<file path="src/rtl/ram_access_pkg.sv">
// Shared encodings for the RAM load/store front end: access sizes, FSM states,
// per-size byte-lane enables and the alignment rule.
package ram_access_pkg;

    localparam logic [1:0] SZ_BYTE   = 2'd0;
    localparam logic [1:0] SZ_HALF   = 2'd1;
    localparam logic [1:0] SZ_WORD   = 2'd2;
    localparam logic [1:0] SZ_DOUBLE = 2'd3;

    typedef enum logic [1:0] {
        ST_IDLE,
        ST_RD_WAIT,
        ST_WRITE,
        ST_RESP
    } state_t;

    // Byte-lane enables of a right-justified access, indexed by size code.
    localparam logic [3:0][7:0] SIZE_BMASK = {8'hFF, 8'h0F, 8'h03, 8'h01};

    function automatic logic misaligned(input logic [1:0] size, input logic [2:0] off);
        case (size)
            SZ_HALF:   misaligned = off[0];
            SZ_WORD:   misaligned = |off[1:0];
            SZ_DOUBLE: misaligned = |off;
            default:   misaligned = 1'b0;
        endcase
    endfunction

endpackage

</file>
<file path="src/rtl/ram_lane_unit.sv">
// Lane steering for one doubleword: load extract/extend and store lane merge.
// Purely combinational, zero latency, no flow control.
module ram_lane_unit (
    input  logic [63:0] i_word,
    input  logic [63:0] i_wdata,
    input  logic [2:0]  i_off,
    input  logic [1:0]  i_size,
    input  logic        i_signed,
    output logic [63:0] o_load,
    output logic [63:0] o_merge
);
    import ram_access_pkg::*;

    logic [5:0]  w_shamt;
    logic [63:0] w_mask;
    logic [63:0] w_shifted;
    logic [63:0] w_lane_mask;
    logic        w_sign;

    assign w_shamt = {i_off, 3'b000};

    always_comb begin
        w_mask = '0;
        for (int b = 0; b < 8; b++) begin
            w_mask[b*8 +: 8] = {8{SIZE_BMASK[i_size][b]}};
        end
    end

    assign w_shifted = i_word >> w_shamt;

    always_comb begin
        case (i_size)
            SZ_BYTE: w_sign = i_signed & w_shifted[7];
            SZ_HALF: w_sign = i_signed & w_shifted[15];
            SZ_WORD: w_sign = i_signed & w_shifted[31];
            default: w_sign = 1'b0;
        endcase
    end

    assign o_load = (w_shifted & w_mask) | ({64{w_sign}} & ~w_mask);

    // A full doubleword mask selects all of wdata, so full stores share this path.
    assign w_lane_mask = w_mask << w_shamt;
    assign o_merge     = (i_word & ~w_lane_mask) | ((i_wdata << w_shamt) & w_lane_mask);

endmodule

</file>
<file path="src/rtl/ram_access_ctrl.sv">
// Sole master of the 2048x64 RAM: byte-addressed loads/stores with RMW for partial stores.
// One request at a time: load RAM_RD_LAT+1, full store 2, partial store RAM_RD_LAT+2, error 1; no response backpressure.
module ram_access_ctrl #(
    parameter int ADDR_W     = 11,
    parameter int RAM_RD_LAT = 1
) (
    input  logic              clk,
    input  logic              reset_n,
    input  logic              req_valid,
    output logic              req_ready,
    input  logic              req_write,
    input  logic [ADDR_W+2:0] req_addr,
    input  logic [1:0]        req_size,
    input  logic              req_signed,
    input  logic [63:0]       req_wdata,
    output logic              resp_valid,
    output logic [63:0]       resp_rdata,
    output logic              resp_error,
    output logic [ADDR_W-1:0] ram_address,
    output logic              ram_isReading,
    output logic [63:0]       ram_dataIn,
    input  logic [63:0]       ram_dataOut
);
    import ram_access_pkg::*;

    localparam int              CNT_W    = (RAM_RD_LAT > 1) ? $clog2(RAM_RD_LAT) : 1;
    localparam logic [CNT_W-1:0] CNT_LAST = CNT_W'(RAM_RD_LAT - 1);

    state_t              r_state;
    state_t              w_state_nxt;
    logic [CNT_W-1:0]    r_cnt;
    logic [ADDR_W-1:0]   r_word;
    logic [2:0]          r_off;
    logic [1:0]          r_size;
    logic                r_signed;
    logic                r_write;
    logic                r_err;
    logic [63:0]         r_wdata;
    logic [63:0]         r_rdword;

    logic                w_accept;
    logic                w_rd_done;
    logic                w_misal;
    logic [63:0]         w_load;
    logic [63:0]         w_merge;

    assign w_misal = misaligned(req_size, req_addr[2:0]);

    always_ff @(posedge clk or negedge reset_n) begin
        if (!reset_n) begin
            r_state <= ST_IDLE;
        end else begin
            r_state <= w_state_nxt;
        end
    end

    always_comb begin
        w_state_nxt = r_state;
        w_accept    = 1'b0;
        w_rd_done   = 1'b0;
        case (r_state)
            ST_IDLE: begin
                if (req_valid) begin
                    w_accept = 1'b1;
                    if (w_misal)
                        w_state_nxt = ST_RESP;
                    else if (req_write && req_size == SZ_DOUBLE)
                        w_state_nxt = ST_WRITE;
                    else
                        w_state_nxt = ST_RD_WAIT;
                end
            end
            ST_RD_WAIT: begin
                if (r_cnt == CNT_LAST) begin
                    w_rd_done   = 1'b1;
                    w_state_nxt = r_write ? ST_WRITE : ST_RESP;
                end
            end
            ST_WRITE: w_state_nxt = ST_RESP;
            ST_RESP:  w_state_nxt = ST_IDLE;
            default:  w_state_nxt = ST_IDLE;
        endcase
    end

    always_ff @(posedge clk or negedge reset_n) begin
        if (!reset_n) begin
            r_cnt    <= '0;
            r_word   <= '0;
            r_off    <= '0;
            r_size   <= '0;
            r_signed <= 1'b0;
            r_write  <= 1'b0;
            r_err    <= 1'b0;
            r_wdata  <= '0;
            r_rdword <= '0;
        end else if (w_accept) begin
            r_cnt    <= '0;
            r_word   <= req_addr[ADDR_W+2:3];
            r_off    <= req_addr[2:0];
            r_size   <= req_size;
            r_signed <= req_signed;
            r_write  <= req_write;
            r_err    <= w_misal;
            r_wdata  <= req_wdata;
        end else if (r_state == ST_RD_WAIT) begin
            r_cnt <= r_cnt + CNT_W'(1);
            if (w_rd_done)
                r_rdword <= ram_dataOut;
        end
    end

    ram_lane_unit u_lane (
        .i_word   (r_rdword),
        .i_wdata  (r_wdata),
        .i_off    (r_off),
        .i_size   (r_size),
        .i_signed (r_signed),
        .o_load   (w_load),
        .o_merge  (w_merge)
    );

    // The RAM commits on every edge with isReading low, so it is decoded from state alone.
    assign ram_isReading = (r_state != ST_WRITE);
    assign ram_address   = r_word;
    assign ram_dataIn    = w_merge;
    assign req_ready     = (r_state == ST_IDLE);
    assign resp_valid    = (r_state == ST_RESP);
    assign resp_error    = resp_valid & r_err;
    assign resp_rdata    = (resp_valid && !r_write && !r_err) ? w_load : '0;

endmodule

</file>
<file path="config.mk">
export PLATFORM = sky130hd
export DESIGN_NAME = ram_access_ctrl
export DESIGN_NICKNAME = d
export VERILOG_FILES = /design/src/rtl/ram_access_pkg.sv /design/src/rtl/ram_lane_unit.sv /design/src/rtl/ram_access_ctrl.sv
export SDC_FILE = /design/constraint.sdc
export NUM_CORES = 1
export LEC_CHECK = 0
export ABC_AREA = 1
export CELL_PAD_IN_SITES_DETAIL_PLACEMENT = 0
export CELL_PAD_IN_SITES_GLOBAL_PLACEMENT = 2
export CORE_ASPECT_RATIO = 0.7
export CORE_UTILIZATION = 29
export DETAILED_ROUTE_END_ITERATION = 16
export HOLD_SLACK_MARGIN = 0.06
export PLACE_DENSITY = 0.94
export SLEW_MARGIN = 20
export SYNTH_ARGS = -nofsm -noshare
export SYNTH_HDL_FRONTEND = slang
export SYNTH_SLANG_ARGS = --single-unit
</file>
<file path="constraint.sdc">
create_clock -name clk -period 5 [get_ports clk]
set_input_delay 1 -clock clk [delete_from_list [all_inputs] [get_ports clk]]
set_output_delay 1 -clock clk [all_outputs]
set_load 0.03 [all_outputs]
</file>
==> results.md, run 1 <==
- The flow ran to the end, and the final reports show no timing, DRC or antenna violations.
- VDD sags by at most roughly 640 µV.
- Of the synthesized area, sequential elements account for 36.5%.
- The kind of launch point of the worst setup path is a flip-flop.
- The number of DRC markers after the initial detailed-route iteration is 1068.
- The first global-routing pass estimated 68.2 mm of wire.
- Entering global routing, the biggest net connects 100 pins.
- Overall power consumption after layout is estimated at 12.9 mW.
- Measured against the total synthesized area, the mux share comes to 13.0%.
- The minimum clock period is around 4600 ps.
- The number of top-level pins is ~290.
- For this run, global-route usage on met3 was measured as under 10%.
- After Yosys synthesis, full adders, half adders and majority gates account for under 10% of the synthesized area.
- In this run the mean area of a mapped cell was 7.57 µm².
- The count of unresolved DRC violations after routing is 0.
- The layer flagged by global routing as most heavily used is met1.
- The post-synthesis register bit count is 150.
- The tightest min-delay check is of the flip-flop to flip-flop type.
- The critical path endpoint category is an output port.
- The count of antenna diodes in the layout is 0.
- The H-tree was split into 4 levels.
- At the pin with the least slew margin, the transition time is between 1000 and 1500 ps.
- The synthesized area is approximately 10000 µm².
- The detailed-router iteration count before antenna repair is 6.
- The number of buffers inserted during clock tree synthesis is 17.
- TritonCTS built the clock tree.
- The leakage component of the power is 6.27 nW.
- The die covers approximately 36000 µm².
- The initial utilization of the core area, before any placement, comes to about 30%.
- The total of endpoints with negative setup slack in the final report is 0.
- The detailed-route wire length per cell is 22.7 µm.
- The simple-gate share of the synthesized area is 21.7%.
- Row generation in the floorplan step produced 57 rows.
- Measured along the y axis, the die boundary spans ~160 µm.
- From synthesis to final layout, the design area changed by 37.7%.
- The post-CTS setup-driven buffer insertion count is 0.
- Detailed routing inserted a total of around 11000 vias.
- The share of the synthesized netlist area taken by xor and xnor gates is 0%.
- The power density relative to cell area is 910 nW/µm².
- The via count of the first global-routing pass is roughly 10000.
- The weighted congestion reported at the end of routability-driven placement is slightly above 0.9.
- After floorplanning, the core was sized to cover ~35000 µm².
- The register area is around 3800 µm².
- The total count of max-transition violations in the final report is 0.
- The share of the core filled with cells in the final layout is between 40% and 50%.
- The fill cell instance count of the final layout is ~3700.
- Hold repair after CTS inserted 0 buffers.
- The total overflow left after global routing is 0.
- The synthesized netlist contains 40 unique library cells.
- Summed over all failing endpoints, the final setup total negative slack is 0 ps.
- After routing the design area is roughly 14000 µm².
- The overall die width is 227 µm.
- The clock root buffer is sky130_fd_sc_hd__clkbuf_16.
- Across all setup checks in the final design, the least slack found is between 400 and 500 ps.
- The fraction of layout instances using a drive strength above 1 is between 10% and 20%.
- The detailed placer's ending HPWL is approximately 37 mm.
- The routing usage on met1 is a little under two fifths.
- The setup path with the least slack is of type flip-flop to output port.
- The number of antenna violations at the first check in global routing was 0.
- The number of sinks driven by the clock tree is 150.
- The clock latency on the worst-skew pair is 450 ps.
- The clock tree skew after final layout is about 11 ps.
- The worst relative slew slack is 30.2%.
- The routed wire length is 47.3 mm.
- Yosys printed 0 warnings.
- After synthesis, the largest family of logic cells by area is simple AND/OR/NAND/NOR gates.
- Summing all multi-input logic gate instances after layout gives approximately 5600 µm².
- At the worst endpoint, the arrival time is about 3600 ps.
- The cell area after placement is around 13000 µm².
- Derived from the worst setup path, the maximum achievable clock frequency is around 220 MHz.
- The final net count is 1753.
- Global routing consumed, on the met2 layer, between 30% and 40% of the routing resources.
- Dividing the final minimum period by the clock period gives 91.4%.
- The detailed-route vias per instance is slightly above 5.
- During placement, the flow inserted port buffers numbering between 200 and 300.
- The final hold violation count is 0.
- The number of routed nets with antenna violations is 0.
- The number of instances resized during post-cts repair is 0.
- Synthesis produced approximately 1400 cells.
- The tool flagged a number of max-cap violations equal to 0.
- The worst slack after detailed placement is 967 ps.
- The largest fanout on the critical path is 16.
- The overall routing resource usage is 25.9%.
- After clock tree synthesis, the clock-pin slew on the worst setup and hold paths is 60 ps.
- Setup repair after global routing left no endpoint under its margin.
- The compound-gate portion of the synthesized area is roughly 18%.
- The number of nets in the synthesized netlist is around 1500.
- The number of buffers on the longest clock path is 2.
- For the worst setup path, the data required time is about 4000 ps.
stage by stage:
step,hold WS (ps),cells
2_1_floorplan,476,1359
3_3_place_gp,489,2048
3_5_place_dp,494,2048
4_1_cts,508,2080
5_1_grt,518,2080
6_report,504,2080
flip-flops by register name (all words and copies together), names as in the netlist:
name         flops
r_cnt            1
r_err            1
r_off            3
r_rdword        64
r_signed         1
r_size           2
r_state          2
r_wdata         64
r_write          1
ram_address     11
cell usage in the layout (no fill, tap or decap), types with 2 or more instances in the layout:
cell type                         count
sky130_fd_sc_hd__mux2_2              97
sky130_fd_sc_hd__buf_4               27
sky130_fd_sc_hd__o21ai_0            143
sky130_fd_sc_hd__o21a_1               6
sky130_fd_sc_hd__o22ai_1              3
sky130_fd_sc_hd__dfrtp_2              2
sky130_fd_sc_hd__o311ai_0             4
sky130_fd_sc_hd__o31ai_1              5
sky130_fd_sc_hd__dfrtp_1            147
sky130_fd_sc_hd__a31oi_1             23
sky130_fd_sc_hd__nor2_1             137
sky130_fd_sc_hd__nand2_1            273
sky130_fd_sc_hd__o211ai_1            23
sky130_fd_sc_hd__nand3_1             60
sky130_fd_sc_hd__a21oi_1            115
sky130_fd_sc_hd__inv_1              100
sky130_fd_sc_hd__o21ai_1              9
sky130_fd_sc_hd__mux2i_1             25
sky130_fd_sc_hd__clkinv_4             5
sky130_fd_sc_hd__bufinv_16            6
sky130_fd_sc_hd__nand2_4              4
sky130_fd_sc_hd__inv_6                3
sky130_fd_sc_hd__nor2_4               2
sky130_fd_sc_hd__nand2_2              5
sky130_fd_sc_hd__nor2_2              41
sky130_fd_sc_hd__nand3_2              2
sky130_fd_sc_hd__a22oi_1              3
sky130_fd_sc_hd__clkdlybuf4s50_1    290
sky130_fd_sc_hd__o21ai_2              4
sky130_fd_sc_hd__ha_1                 9
sky130_fd_sc_hd__o21bai_1             2
sky130_fd_sc_hd__a211oi_1             2
sky130_fd_sc_hd__clkbuf_16           17
area by class of cell:
| class | count | share of cell area [%] |
|---|---|---|
| Multi-Input combinational cell | 1004 | 39.6 |
| Sequential cell | 150 | 26.5 |
| Clock buffer | 18 | 3.10 |
| Timing Repair Buffer | 319 | 22.1 |
| Tap cell | 472 | 4.17 |
| Clock inverter | 14 | 1.74 |
| Inverter | 103 | 2.78 |
cell usage after synthesis, drive strengths merged:
cell / instances / area [µm²]
dfrtp: 150 / 3750
o21ai: 156 / 796
nor3: 1 / 5.00
o31ai: 5 / 37.5
a21boi: 1 / 7.51
nor3b: 2 / 15.0
mux2i: 25 / 250
o211ai: 24 / 185
nand2: 282 / 1090
mux2: 97 / 1090
nand4: 1 / 6.26
o21bai: 2 / 15.0
o21a: 6 / 45.0
nand3: 62 / 320
a21oi: 115 / 576
nand3b: 1 / 7.51
a22oi: 3 / 22.5
a211oi: 2 / 15.0
o22ai: 3 / 18.8
nor2: 180 / 793
buf: 63 / 414
inv: 103 / 394
ha: 9 / 113
a31oi: 23 / 144
o311ai: 4 / 35.0
clkbuf: 39 / 146
cell families (layout without fill, tap and decap cells):
logic type,count (synthesis),count (layout)
fa+ha+maj,9,9
buf+inv,205,454
compound gates,344,344
flops,150,150
mux,122,122
simple gates,529,529
critical path: stages (launching register included):
cell	delay, ps
sky130_fd_sc_hd__dfrtp_1	510
sky130_fd_sc_hd__inv_1	100
sky130_fd_sc_hd__ha_1	390
sky130_fd_sc_hd__a21oi_1	210
sky130_fd_sc_hd__inv_1	80
sky130_fd_sc_hd__o21ai_2	600
sky130_fd_sc_hd__nor2_1	90
sky130_fd_sc_hd__a31oi_1	380
sky130_fd_sc_hd__clkdlybuf4s50_1	760
per-layer routing:
metal  share of wire [%]  wire length, µm  vias up
met3                 8.2             3900       44
met2                  43            20200      475
met4                 1.5              688        0
met1                  48            22500     5256
li1                    -                -     5004
met5                   0                0        -
power by group:
part	switching, mW	leakage, nW	internal, mW	total (mW)
clock	0.564	0.335	0.955	1.52
combinational	5.70	4.22	3.10	8.80
sequential	0.758	1.72	1.82	2.58
path summary, 6_finish.rpt:
kind / start / endpoint / slack [ps] / depth (start not counted)
max: r_size[1] / ram_dataIn[44] / 430 / 8
min: ram_address[0] / ram_address[0] / 500 / 1
max reg2reg: r_state[1] / r_rdword[30] / 2260 / 5
min reg2reg: ram_address[0] / ram_address[0] / 500 / 1
max in group asynchronous: reset_n / r_rdword[42] / 3280 / 2
min in group asynchronous: reset_n / ram_address[0] / 640 / 1
Power figures use the tool's default switching activity.
==> run 2: changes to the inputs <==
--- a/config.mk
+++ b/config.mk
@@ -12,6 +12,7 @@
 export CORE_UTILIZATION = 29
 export DETAILED_ROUTE_END_ITERATION = 16
 export HOLD_SLACK_MARGIN = 0.06
+export MAX_ROUTING_LAYER = met4
 export PLACE_DENSITY = 0.94
 export SLEW_MARGIN = 20
 export SYNTH_ARGS = -nofsm -noshare
==> results.md, run 2 (same netlist as run 1, synthesis figures left out) <==
- The minimum clock period is 4730 ps (was 4570 ps).
- The placement row count is 57 (unchanged).
- The detailed-route vias per instance is 5.19 (was 5.18).
- The overall die area is 36300 µm² (unchanged).
- The clock latency on the worst-skew pair is 460 ps (was 450 ps).
- The number of buffers on the longest clock path is 2 (unchanged).
- The part of the power in registers came to 20.0% (about the same).
- The maximum clock rate was 212 MHz (was 219 MHz).
- The number of sinks driven by the clock tree came to 150 (unchanged).
- The fill cell instance count of the final layout is 3637 (was 3665).
- The class of the most critical setup path is flip-flop to output port (unchanged).
- The register area is 3760 µm² (unchanged).
- The overall die width is 227 µm (unchanged).
- The proportion of power drawn by combinational gates is 69.6% (was 68.2%).
- The detailed-router iteration count before antenna repair is 7 (was 6).
- The clock tree skew after final layout was 12.7 ps (was 10.9 ps).
- The minimum setup slack among reg-to-reg paths is 2330 ps (was 2260 ps).
- The maximum resistive drop on vdd is 589 µV (was 640 µV).
- The net switching fraction of the power is 55.3% (was 54.4%).
- The class of the tightest hold or removal check is flip-flop to flip-flop (unchanged).
- The number of port buffers is 291 (unchanged).
- The count of unresolved DRC violations after routing is 0 (unchanged).
- The final total power is 12.7 mW (was 12.9 mW).
- The global-route wire length before repair is 69.2 mm (was 68.2 mm).
- The leakage component of the power is 6.21 nW (was 6.27 nW).
- The fraction of layout instances using a drive strength above 1 is 13.7% (was 13.9%).
- The die height is 160 µm (unchanged).
- The number of DRC markers after the initial detailed-route iteration is 1117 (was 1068).
- The met3 layer wire length in the routed design is 3.59 mm (was 3.90 mm).
- The final hold violation count is 0 (unchanged).
- The starting density of the core is 29.6% (unchanged).
- The number of buffers inserted during clock tree synthesis came to 17 (unchanged).
- The critical path endpoint category is an output port (unchanged).
- The worst relative slew slack is 33.1% (was 30.2%).
- The summed negative setup slack over all endpoints was 0 ps (unchanged).
- The number of H-tree levels is 4 (unchanged).
- The total count of max-transition violations in the final report is 0 (unchanged).
- The floorplan core area came to 34800 µm² (unchanged).
- The layout overhead on the synthesized area is 36.8% (was 37.7%).
- The total of endpoints with negative setup slack in the final report is 0 (unchanged).
- The endpoint of the lowest-slack register-to-register path is r_wdata[28] (was r_rdword[30]).
- The kind of launch point of the worst setup path is a flip-flop (unchanged).
- The hold path depth is 1 (unchanged).
- The count of antenna diodes in the layout was 0 (unchanged).
- The number of top-level pins came to 292 (unchanged).
- The overall routing resource usage came to 27.4% (was 25.9%).
- The weighted congestion reported at the end of routability-driven placement is 0.944 (was 0.931).
- The aggregate global routing overflow is 0 (unchanged).
- The sum of routed wire segments on met1 is 22.8 mm (was 22.5 mm).
- The number of antenna violations at the first check in global routing is 1 (was 0).
- The share of the core filled with cells in the final layout is 40.5% (was 40.7%).
- The via count of the first global-routing pass is 10400 (was 10300).
- The detailed-route wire length per cell is 23.1 µm (was 22.7 µm).
- The worst reg-to-reg path cell count is 6 (was 5).
- The register clock-pin slew on the reported worst setup and hold paths is 70 ps (was 60 ps).
- The largest fanout on the critical path is 16 (unchanged).
- Status: finished, final reports clean (unchanged).
- The endpoint of the worst hold-timing path is ram_address[7] (was ram_address[0]).
- The power density relative to cell area is 903 nW/µm² (was 910 nW/µm²).
- The met2 layer wire length in the routed design is 20.4 mm (was 20.2 mm).
- The routed wire length was 48.1 mm (was 47.3 mm).
- The worst reg2reg path startpoint is r_state[0] (was r_state[1]).
- The transition time at the pin with the least slew margin is 993 ps (was 1050 ps).
- The most common cell after layout, fill and taps aside is sky130_fd_sc_hd__clkdlybuf4s50_1 (unchanged).
- The worst endpoint required time was 4000 ps (about the same).
- The internal power is 5.68 mW (was 5.88 mW).
- The detailed placer's ending HPWL came to 37.6 mm (was 36.6 mm).
- The vias after detailed routing is 10800 (about the same).
- The highest signal layer in the routed design is met4 (unchanged).
- The power share of the clock group was 10.4% (was 11.8%).
- The final net count is 1752 (was 1753).
- The part of the cycle the worst path needs was 94.5% (was 91.4%).
- The pin count of the biggest net entering global routing is 135 (was 100).
- The area of the multi-input gates is 5610 µm² (about the same).
- The clock tree from TritonCTS was built (unchanged).
- The post-CTS setup-driven buffer insertion count was 0 (unchanged).
- Commonest cells after routing, fill and taps aside: 290 x sky130_fd_sc_hd__clkdlybuf4s50_1, 273 x sky130_fd_sc_hd__nand2_1, 147 x sky130_fd_sc_hd__dfrtp_1 (unchanged).
- The net switching power of the design is 7.03 mW (was 7.02 mW).
- The hold path startpoint is ram_address[7] (was ram_address[0]).
- The number of routed nets with antenna violations was 0 (unchanged).
- The clock root buffer is sky130_fd_sc_hd__clkbuf_16 (unchanged).
- The count of max-cap constraint violations is 0 (unchanged).
- The data arrival time at the worst-slack endpoint came to 3730 ps (was 3570 ps).
- Setup repair after global routing missed its margin: no (unchanged).
## run 2: cell types whose count changed in the layout (fill, tap and decap cells not counted)
| cell | previous run | this run |
|---|---|---|
| sky130_fd_sc_hd__o21ai_2 | 4 | 3 |
| sky130_fd_sc_hd__bufinv_16 | 6 | 2 |
| sky130_fd_sc_hd__clkinvlp_4 | 0 | 3 |
| sky130_fd_sc_hd__clkbuf_8 | 1 | 2 |
| sky130_fd_sc_hd__o21ai_4 | 0 | 1 |
| sky130_fd_sc_hd__clkinv_4 | 5 | 3 |
| sky130_fd_sc_hd__buf_4 | 27 | 25 |
| sky130_fd_sc_hd__buf_12 | 1 | 2 |
| sky130_fd_sc_hd__inv_6 | 3 | 2 |
| sky130_fd_sc_hd__clkbuf_1 | 0 | 2 |
## run 2: metal layers
metal / global-route usage [%] / vias to the layer above
li1: - / 5002
met3: 5.06 / 56
met1: 39.3 / 5245
met5: - / -
met2: 38.6 / 490
met4: 8.21 / 0
## run 2: cell type report
cell class / instances / share of cell area, %
Sequential cell: 150 / 26.7
Tap cell: 472 / 4.19
Timing Repair Buffer: 318 / 22.3
Multi-Input combinational cell: 1004 / 39.9
Clock buffer: 21 / 3.27
Clock inverter: 10 / 0.871
Inverter: 103 / 2.80
## run 2: worst max path at each step
stage / from / end / slack [ps] / cells after the start
6_report: r_size[1] / ram_dataIn[46] / 270 / 8
5_1_grt: r_size[1] / ram_dataIn[46] / 160 / 8
4_1_cts: r_size[1] / ram_dataIn[41] / 170 / 8
3_5_place_dp: r_size[1] / ram_dataIn[41] / 670 / 8
3_3_place_gp: r_size[1] / ram_dataIn[46] / 630 / 8
2_1_floorplan: r_size[1] / ram_dataIn[48] / 1460 / 9
## run 2: what timing repair did
item                                    in CTS  in global routing
gates resized for setup                      0                  1
endpoints found under the setup margin       0                  1
hold buffers                                 0                  0
## run 2: critical path, stage by stage (launching register included)
cell and delay (ps):
sky130_fd_sc_hd__dfrtp_1 720, sky130_fd_sc_hd__inv_1 130, sky130_fd_sc_hd__ha_1 370, sky130_fd_sc_hd__a21oi_1 200, sky130_fd_sc_hd__inv_1 100, sky130_fd_sc_hd__o21ai_4 500
sky130_fd_sc_hd__nor2_1 90, sky130_fd_sc_hd__a31oi_1 380, sky130_fd_sc_hd__clkdlybuf4s50_1 760
## run 2: power groups by stage
stage / sequential (mW) / combinational, mW / clock, mW
finish: 2.54 / 8.86 / 1.32
global route: 2.59 / 9.42 / 1.38
CTS: 2.50 / 8.79 / 1.34
detailed placement: 2.52 / 8.75 / 0
global placement: 2.51 / 8.74 / 0
floorplan: 2.24 / 5.46 / 0
## run 2: through the flow
stage	instances	instance area, µm²	setup slack (ps)	hold WS [ps]
floorplan	1359	10300	1460	476
global placement	2047	13500	635	489
detailed placement	2047	13500	669	495
CTS	2078	14100	171	510
global route	2078	14100	159	517
finish	2078	14100	273	507
==> run 3: changes to the inputs <==
--- a/config.mk
+++ b/config.mk
@@ -14,6 +14,7 @@
 export HOLD_SLACK_MARGIN = 0.06
 export MAX_ROUTING_LAYER = met4
 export PLACE_DENSITY = 0.94
+export REMOVE_ABC_BUFFERS = 1
 export SLEW_MARGIN = 20
 export SYNTH_ARGS = -nofsm -noshare
 export SYNTH_HDL_FRONTEND = slang
==> results.md, run 3 (same netlist as run 1, synthesis figures left out) <==
- Status: finished, final reports clean (unchanged).
- The post-CTS setup-driven buffer insertion count is 0 (unchanged).
- The clock root buffer was sky130_fd_sc_hd__clkbuf_16 (unchanged).
- The number of H-tree levels is 4 (unchanged).
- The count of max-cap constraint violations is 0 (unchanged).
- The final net count is 1755 (was 1752).
- The weighted congestion reported at the end of routability-driven placement is 0.858 (was 0.944).
- The pin count of the biggest net entering global routing is 89 (was 135).
- The summed negative setup slack over all endpoints is 0 ps (unchanged).
- The met3 layer wire length in the routed design is 3.03 mm (was 3.59 mm).
- The global-route wire length before repair is 63.7 mm (was 69.2 mm).
- The leakage component of the power came to 6.57 nW (was 6.21 nW).
- The area of the multi-input gates is 5610 µm² (unchanged).
- The final instance area is 14500 µm² (was 14100 µm²).
- The power density relative to cell area is 886 nW/µm² (was 903 nW/µm²).
- The overall die width is 227 µm (unchanged).
- The worst relative slew slack is 25.0% (was 33.1%).
- The worst endpoint required time was 4000 ps (about the same).
- The met2 layer wire length in the routed design is 19.3 mm (was 20.4 mm).
- The count of unresolved DRC violations after routing is 0 (unchanged).
- The transition time at the pin with the least slew margin is 1120 ps (was 993 ps).
- The number of top-level pins came to 292 (unchanged).
- The maximum clock rate came to 218 MHz (was 212 MHz).
- The number of instances resized during post-cts repair is 0 (unchanged).
- The clock tree skew after final layout is 6.56 ps (was 12.7 ps).
- The total of endpoints with negative setup slack in the final report is 0 (unchanged).
- The sum of routed wire segments on met1 is 19.5 mm (was 22.8 mm).
- Commonest cells after routing, fill and taps aside: 273 x sky130_fd_sc_hd__nand2_1, 186 x sky130_fd_sc_hd__clkdlybuf4s50_1, 147 x sky130_fd_sc_hd__dfrtp_1 (was 290 x sky130_fd_sc_hd__clkdlybuf4s50_1, 273 x sky130_fd_sc_hd__nand2_1, 147 x sky130_fd_sc_hd__dfrtp_1).
- The number of buffers on the longest clock path is 2 (unchanged).
- The via count of the first global-routing pass came to 10100 (was 10400).
- The layout overhead on the synthesized area came to 41.3% (was 36.8%).
- The clock tree from TritonCTS was built (unchanged).
- The data arrival time at the worst-slack endpoint is 3580 ps (was 3730 ps).
- The overall routing resource usage was 24.4% (was 27.4%).
- The detailed-router iteration count before antenna repair was 5 (was 7).
- The final hold violation count came to 0 (unchanged).
- Setup repair after global routing missed its margin: no (unchanged).
- The class of the most critical setup path is flip-flop to output port (unchanged).
- The placement row count came to 57 (unchanged).
- The minimum clock period is 4580 ps (was 4730 ps).
- The floorplan core area is 34800 µm² (unchanged).
- The routed wire length is 42.7 mm (was 48.1 mm).
- The fraction of layout instances using a drive strength above 1 is 20.4% (was 13.7%).
- The number of port buffers is 291 (unchanged).
- The most common cell after layout, fill and taps aside is sky130_fd_sc_hd__nand2_1 (was sky130_fd_sc_hd__clkdlybuf4s50_1).
- The number of sinks driven by the clock tree is 150 (unchanged).
- The register clock-pin slew on the reported worst setup and hold paths is 70 ps (about the same).
- The highest signal layer in the routed design is met4 (unchanged).
- The vias after detailed routing is 10400 (was 10800).
- The maximum resistive drop on vdd came to 627 µV (was 589 µV).
- The overall die area is 36300 µm² (unchanged).
- The share of the core filled with cells in the final layout is 41.8% (was 40.5%).
- The hold buffer count at CTS is 0 (unchanged).
- The critical path endpoint category is an output port (unchanged).
- The cell area after placement is 13900 µm² (was 13500 µm²).
- The largest fanout on the critical path is 52 (was 16).
- The part of the cycle the worst path needs is 91.7% (was 94.5%).
- The die height is 160 µm (unchanged).
- The number of DRC markers after the initial detailed-route iteration is 872 (was 1117).
- The number of antenna violations at the first check in global routing is 2 (was 1).
- The detailed-route vias per instance came to 4.99 (was 5.19).
- The kind of launch point of the worst setup path was a flip-flop (unchanged).
- The number of buffers inserted during clock tree synthesis is 17 (unchanged).
- The detailed placer's ending HPWL came to 30.5 mm (was 37.6 mm).
- The clock latency on the worst-skew pair is 450 ps (was 460 ps).
- The total count of max-transition violations in the final report came to 0 (unchanged).
- The class of the tightest hold or removal check is flip-flop to flip-flop (unchanged).
- The fill cell instance count of the final layout is 3582 (was 3637).
- The number of routed nets with antenna violations was 0 (unchanged).
- The register area is 3760 µm² (unchanged).
- The starting density of the core is 29.6% (unchanged).
- The detailed-route wire length per cell came to 20.5 µm (was 23.1 µm).
- The aggregate global routing overflow is 0 (unchanged).
run 3: layer usage:
metal	track usage, %	vias to the layer above
met5	-	-
met4	7.02	0
met3	4.73	44
met2	36.4	419
met1	33.4	4937
li1	-	5003
run 3: path summary, 6_finish.rpt:
kind                       depth (start not counted)  slack [ps]         endpoint            start
max reg2reg                                        6        2290     r_rdword[30]       r_state[0]
min in group asynchronous                          1         610     r_rdword[51]          reset_n
min                                                1         510  ram_address[10]  ram_address[10]
max in group asynchronous                          2        3400      r_rdword[3]          reset_n
max                                               13         420   resp_rdata[32]         r_off[0]
min reg2reg                                        1         510  ram_address[10]  ram_address[10]
run 3: layout make-up:
type                            count  area share (%)
Timing Repair Buffer              321            24.6
Sequential cell                   150            25.9
Multi-Input combinational cell   1004            38.6
Clock inverter                     10            1.01
Tap cell                          472            4.06
Antenna cell                        2          0.0344
Inverter                          103            2.71
Clock buffer                       22            3.12
run 3: power by group:
| part | leakage, nW | internal (mW) | switching [mW] | total (mW) |
|---|---|---|---|---|
| sequential | 1.72 | 1.82 | 0.538 | 2.36 |
| combinational | 4.57 | 3.49 | 5.66 | 9.15 |
| clock | 0.278 | 0.803 | 0.571 | 1.37 |
| total | 6.57 | 6.11 | 6.77 | 12.9 |
run 3: worst max-delay path: stages, from the launching register on:
cell                      delay [ps]
sky130_fd_sc_hd__dfrtp_4         650
sky130_fd_sc_hd__inv_6           410
sky130_fd_sc_hd__nand2_2         310
sky130_fd_sc_hd__nor2_4          160
sky130_fd_sc_hd__buf_4           250
sky130_fd_sc_hd__nand2_1          70
sky130_fd_sc_hd__nand2_1          90
sky130_fd_sc_hd__nand2_1          70
sky130_fd_sc_hd__nand3_2          60
sky130_fd_sc_hd__nand2_2          70
sky130_fd_sc_hd__nand2_2          80
sky130_fd_sc_hd__nand2_4         360
sky130_fd_sc_hd__nor2_1          350
sky130_fd_sc_hd__buf_12          160
run 3: stage by stage:
stage	hold slack [ps]	instances	setup slack, ps	total power [mW]
2_1_floorplan	476	1257	-1100	7.49
3_3_place_gp	488	2050	949	11.4
3_5_place_dp	497	2050	894	11.5
4_1_cts	514	2082	388	12.9
5_1_grt	531	2084	148	13.7
6_report	512	2084	417	12.9
==> variant 1, RTL diff (flow settings as in run 2) <==
Register the output `resp_error`, cleared by the reset; this adds one clock of latency there. The other outputs are not delayed to match.
--- a/src/rtl/ram_access_ctrl.sv
+++ b/src/rtl/ram_access_ctrl.sv
@@ -127,3 +127,9 @@
     assign resp_valid    = (r_state == ST_RESP);
-    assign resp_error    = resp_valid & r_err;
+    always_ff @(posedge clk or negedge reset_n) begin
+        if (!reset_n) begin
+            resp_error <= '0;
+        end else begin
+            resp_error <= resp_valid & r_err;
+        end
+    end
     assign resp_rdata    = (resp_valid && !r_write && !r_err) ? w_load : '0;
Behaviour: not the same (a bounded check fails within 4 cycles, from zero or initial values and one cycle with reset_n low).
==> variant 1 against run 2 <==
Total power is 0.59% higher; setup slack gained 0.042 ns; sequential power about the same; routed wire length grew 0.34%; cell area increased by 0.41%; highest routed layer unchanged; area after synthesis is 0.24% higher; sequential cell count rose by 1; worst hold slack worse by 0.0014 ns; largest power group unchanged; clock skew decreased by 0.0024 ns; critical path type unchanged.
==> variant 1: results (changes against run 2) <==
clk_skew=0.0103 ns (was 0.0127 ns); Final Wtd Congestion=0.966 (was 0.944); Max-Slew Margin vs Limit=0.328 (was 0.331); FILL cells=3592 (was 3637); flop2flop setup slack=2.35 ns (was 2.33 ns); Longest Clk Path Bufs=2 (unchanged); status=finished clean (unchanged); Setup Buffers After CTS=0 (unchanged); syn_area_per_cell=7.59 um^2 (was 7.57 um^2); Max VDD drop=0.437 mV (was 0.589 mV); Leak=6.25 nW (was 6.21 nW); initial DRC count=1094 (was 1117); DP Wirelength=37.2 mm (was 37.6 mm); Via-to-Cell Ratio=5.20 (was 5.19); Seq/Total Area, Yosys=0.366 (was 0.365); share of cells above drive strength 1=0.138 (was 0.137); pin count of the biggest net entering global routing=162 (was 135); Layout Area Growth over Synthesis=37.0% (was 36.8%); Routed WL=48.3 mm (was 48.1 mm); vias in the first global route=10552 (was 10421); leading cell types by count after synthesis=nand2_1 (275), dfrtp_1 (151), o21ai_0 (143) (was nand2_1 (275), dfrtp_1 (150), o21ai_0 (143)); critical path peak fanout=161 (was 16); Total GRT Usage=0.274 (about the same); largest cells by area after synthesis=dfrtp_1 (37%), mux2_2 (11%), nand2_1 (10%) (was dfrtp_1 (36%), mux2_2 (11%), nand2_1 (10%)); DRT Pass-1 Iters=5 (was 7); Worst EP arrival=3.68 ns (was 3.73 ns); WL/cell=23.2 um (was 23.1 um); Post-Syn Nets=1518 (was 1517); Placed Instance Area=13500 um^2 (about the same); first-pass GRT wire length=70.2 mm (was 69.2 mm); clk root buf=clkbuf_16 (unchanged)
[variant 1: kinds of logic (layout without fill, tap and decap cells)]
family / count (synthesis) / in the layout / synth area share
simple gates: 529 / 529 / 0.216
compound gates: 344 / 344 / 0.184
buf+inv: 205 / 452 / 0.0925
flops: 151 / 151 / 0.366
mux: 122 / 122 / 0.130
fa+ha+maj: 9 / 9 / 0.0109
[variant 1: critical path, stage by stage, from the launching register on]
cell	delay, ns
dfrtp_4	0.45
buf_12	0.53
o21ai_0	0.23
nand2_1	0.10
o211ai_1	0.09
nand2_1	0.50
nor2_1	0.08
a31oi_1	0.42
clkdlybuf4s50_1	0.78
[variant 1: area by class of cell]
type | instances | share of cell area
Multi-Input combinational cell | 1004 | 0.396
Inverter | 103 | 0.0279
Clock inverter | 15 | 0.0127
Sequential cell | 151 | 0.268
Timing Repair Buffer | 317 | 0.223
Tap cell | 472 | 0.0418
Clock buffer | 17 | 0.0301
[variant 1: path summary, 6_finish.rpt]
| path | start | to | depth (start not counted) |
|---|---|---|---|
| worst min register to register | ram_address[10] | ram_address[10] | 1 |
| worst max-delay path | r_off[0] | ram_dataIn[33] | 8 |
| worst min-delay path | ram_address[10] | ram_address[10] | 1 |
| max in group asynchronous | reset_n | r_rdword[1] | 2 |
| worst max register to register | r_state[0] | r_wdata[62] | 6 |
| min in group asynchronous | reset_n | ram_address[7] | 1 |
[variant 1: power breakdown]
group | total, mW | internal, mW | switching, mW
Combinational | 8.87 | 3.11 | 5.76
Sequential | 2.55 | 1.83 | 0.717
Clock | 1.37 | 0.757 | 0.616
[variant 1: routing by layer]
layer	part of all wire	GRT usage
met1	0.47	0.381
met2	0.44	0.396
met3	0.081	0.0712
met4	0.017	0.0598
met5	0	-
[variant 1: metrics by stage]
stage          hold WS, ns  setup WS, ns  power, mW
4_1_cts              0.509         0.406       12.7
6_report             0.506         0.316       12.8
3_5_place_dp         0.492         0.902       11.3
2_1_floorplan        0.459          1.46       7.71
5_1_grt              0.524         0.113       13.5
3_3_place_gp         0.486         0.916       11.3
==> variant 2, RTL diff (settings of run 2) <==
Without the edit above. The parameter `ADDR_W` goes from 11 to 10.
--- a/src/rtl/ram_access_ctrl.sv
+++ b/src/rtl/ram_access_ctrl.sv
@@ -3,3 +3,3 @@
 module ram_access_ctrl #(
-    parameter int ADDR_W     = 11,
+    parameter int ADDR_W     = 10,
     parameter int RAM_RD_LAT = 1
Interface: changed (resized ram_address and req_addr); port bits go from 292 to 290. The function was not compared with the original's and may differ.
==> variant 2 against run 2 <==
Area after synthesis shrank 3.0%; routed wire length shrank 7.2%; total power grew 3.3%; cell area grew 4.2%; sequential cell count shrank 1; setup slack gained 0.0083 ns; first-iteration DRC count shrank 12%; clock skew grew 0.0020 ns; synthesized cell count shrank 1.5%; critical path type unchanged; largest power group unchanged.
==> variant 2: results (changes against run 2) <==
vias in the first global route=10468 (was 10421); sequential fraction of design power=0.185 (was 0.200); Vias=10574 (was 10793); worst r2r path cells=7 (was 6); Final Wtd Congestion=0.942 (was 0.944); Clock-cell share=0.0427 (was 0.0414); clk_skew=0.0147 ns (was 0.0127 ns); largest cells by area after synthesis=dfrtp_1 (37%), mux2_2 (11%), nand2_1 (10%) (was dfrtp_1 (36%), mux2_2 (11%), nand2_1 (10%)); Worst R2R Start=r_state[1] (was r_state[0]); fin area=14700 um^2 (was 14100 um^2); min Tclk post-route=4.72 ns (was 4.73 ns); non-clock buffer count=320 (was 318); FILL cells=3372 (was 3637); Post-Syn Nets=1495 (was 1517); status=finished clean (unchanged); DRT Pass-1 Iters=5 (was 7); Max-Slew Margin vs Limit=0.325 (was 0.331); Hold Startpoint=ram_address[6] (was ram_address[7]); PortBufs=289 (was 291); antenna violations before repair=9 (was 1); register area=3730 um^2 (was 3760 um^2); die width=224 um (was 227 um); slowest cell delay on critical path=0.72 ns (was 0.76 ns); flop2flop setup slack=2.39 ns (was 2.33 ns); synth unique cells=37 (was 40)
## variant 2: cell count changes in the layout (fill, tap and decap cells not counted), sizes merged, moves of 3 or more
cell,delta
o21ai,-3
diode,+9
nand2,-11
mux2,+3
buf,+81
nor2,-10
clkdlybuf4s50,-79
## variant 2: cells by family (layout without fill, tap and decap cells)
logic type               Yosys count  after routing  synth area share
AO/OA/AOI/OAI                    343            343             0.189
adder cells (fa/ha/maj)            9              9            0.0113
buffers and inverters            201            454            0.0855
flip-flops                       149            149             0.373
multiplexers                     126            126             0.139
other                              0              9                 0
AND/OR/NAND/NOR                  510            510             0.202
## variant 2: layer usage
layer	share of wire	GRT usage
met5	0	-
met4	0.023	0.0740
met3	0.075	0.0573
met2	0.44	0.393
met1	0.46	0.359
## variant 2: critical path, delay by kind of cell, from the launching register on
kind	cells	cell delay (ns)
compound gates	3	0.50
simple gates	2	0.42
flops	1	0.72
buf+inv	5	1.36
fa+ha+maj	1	0.27
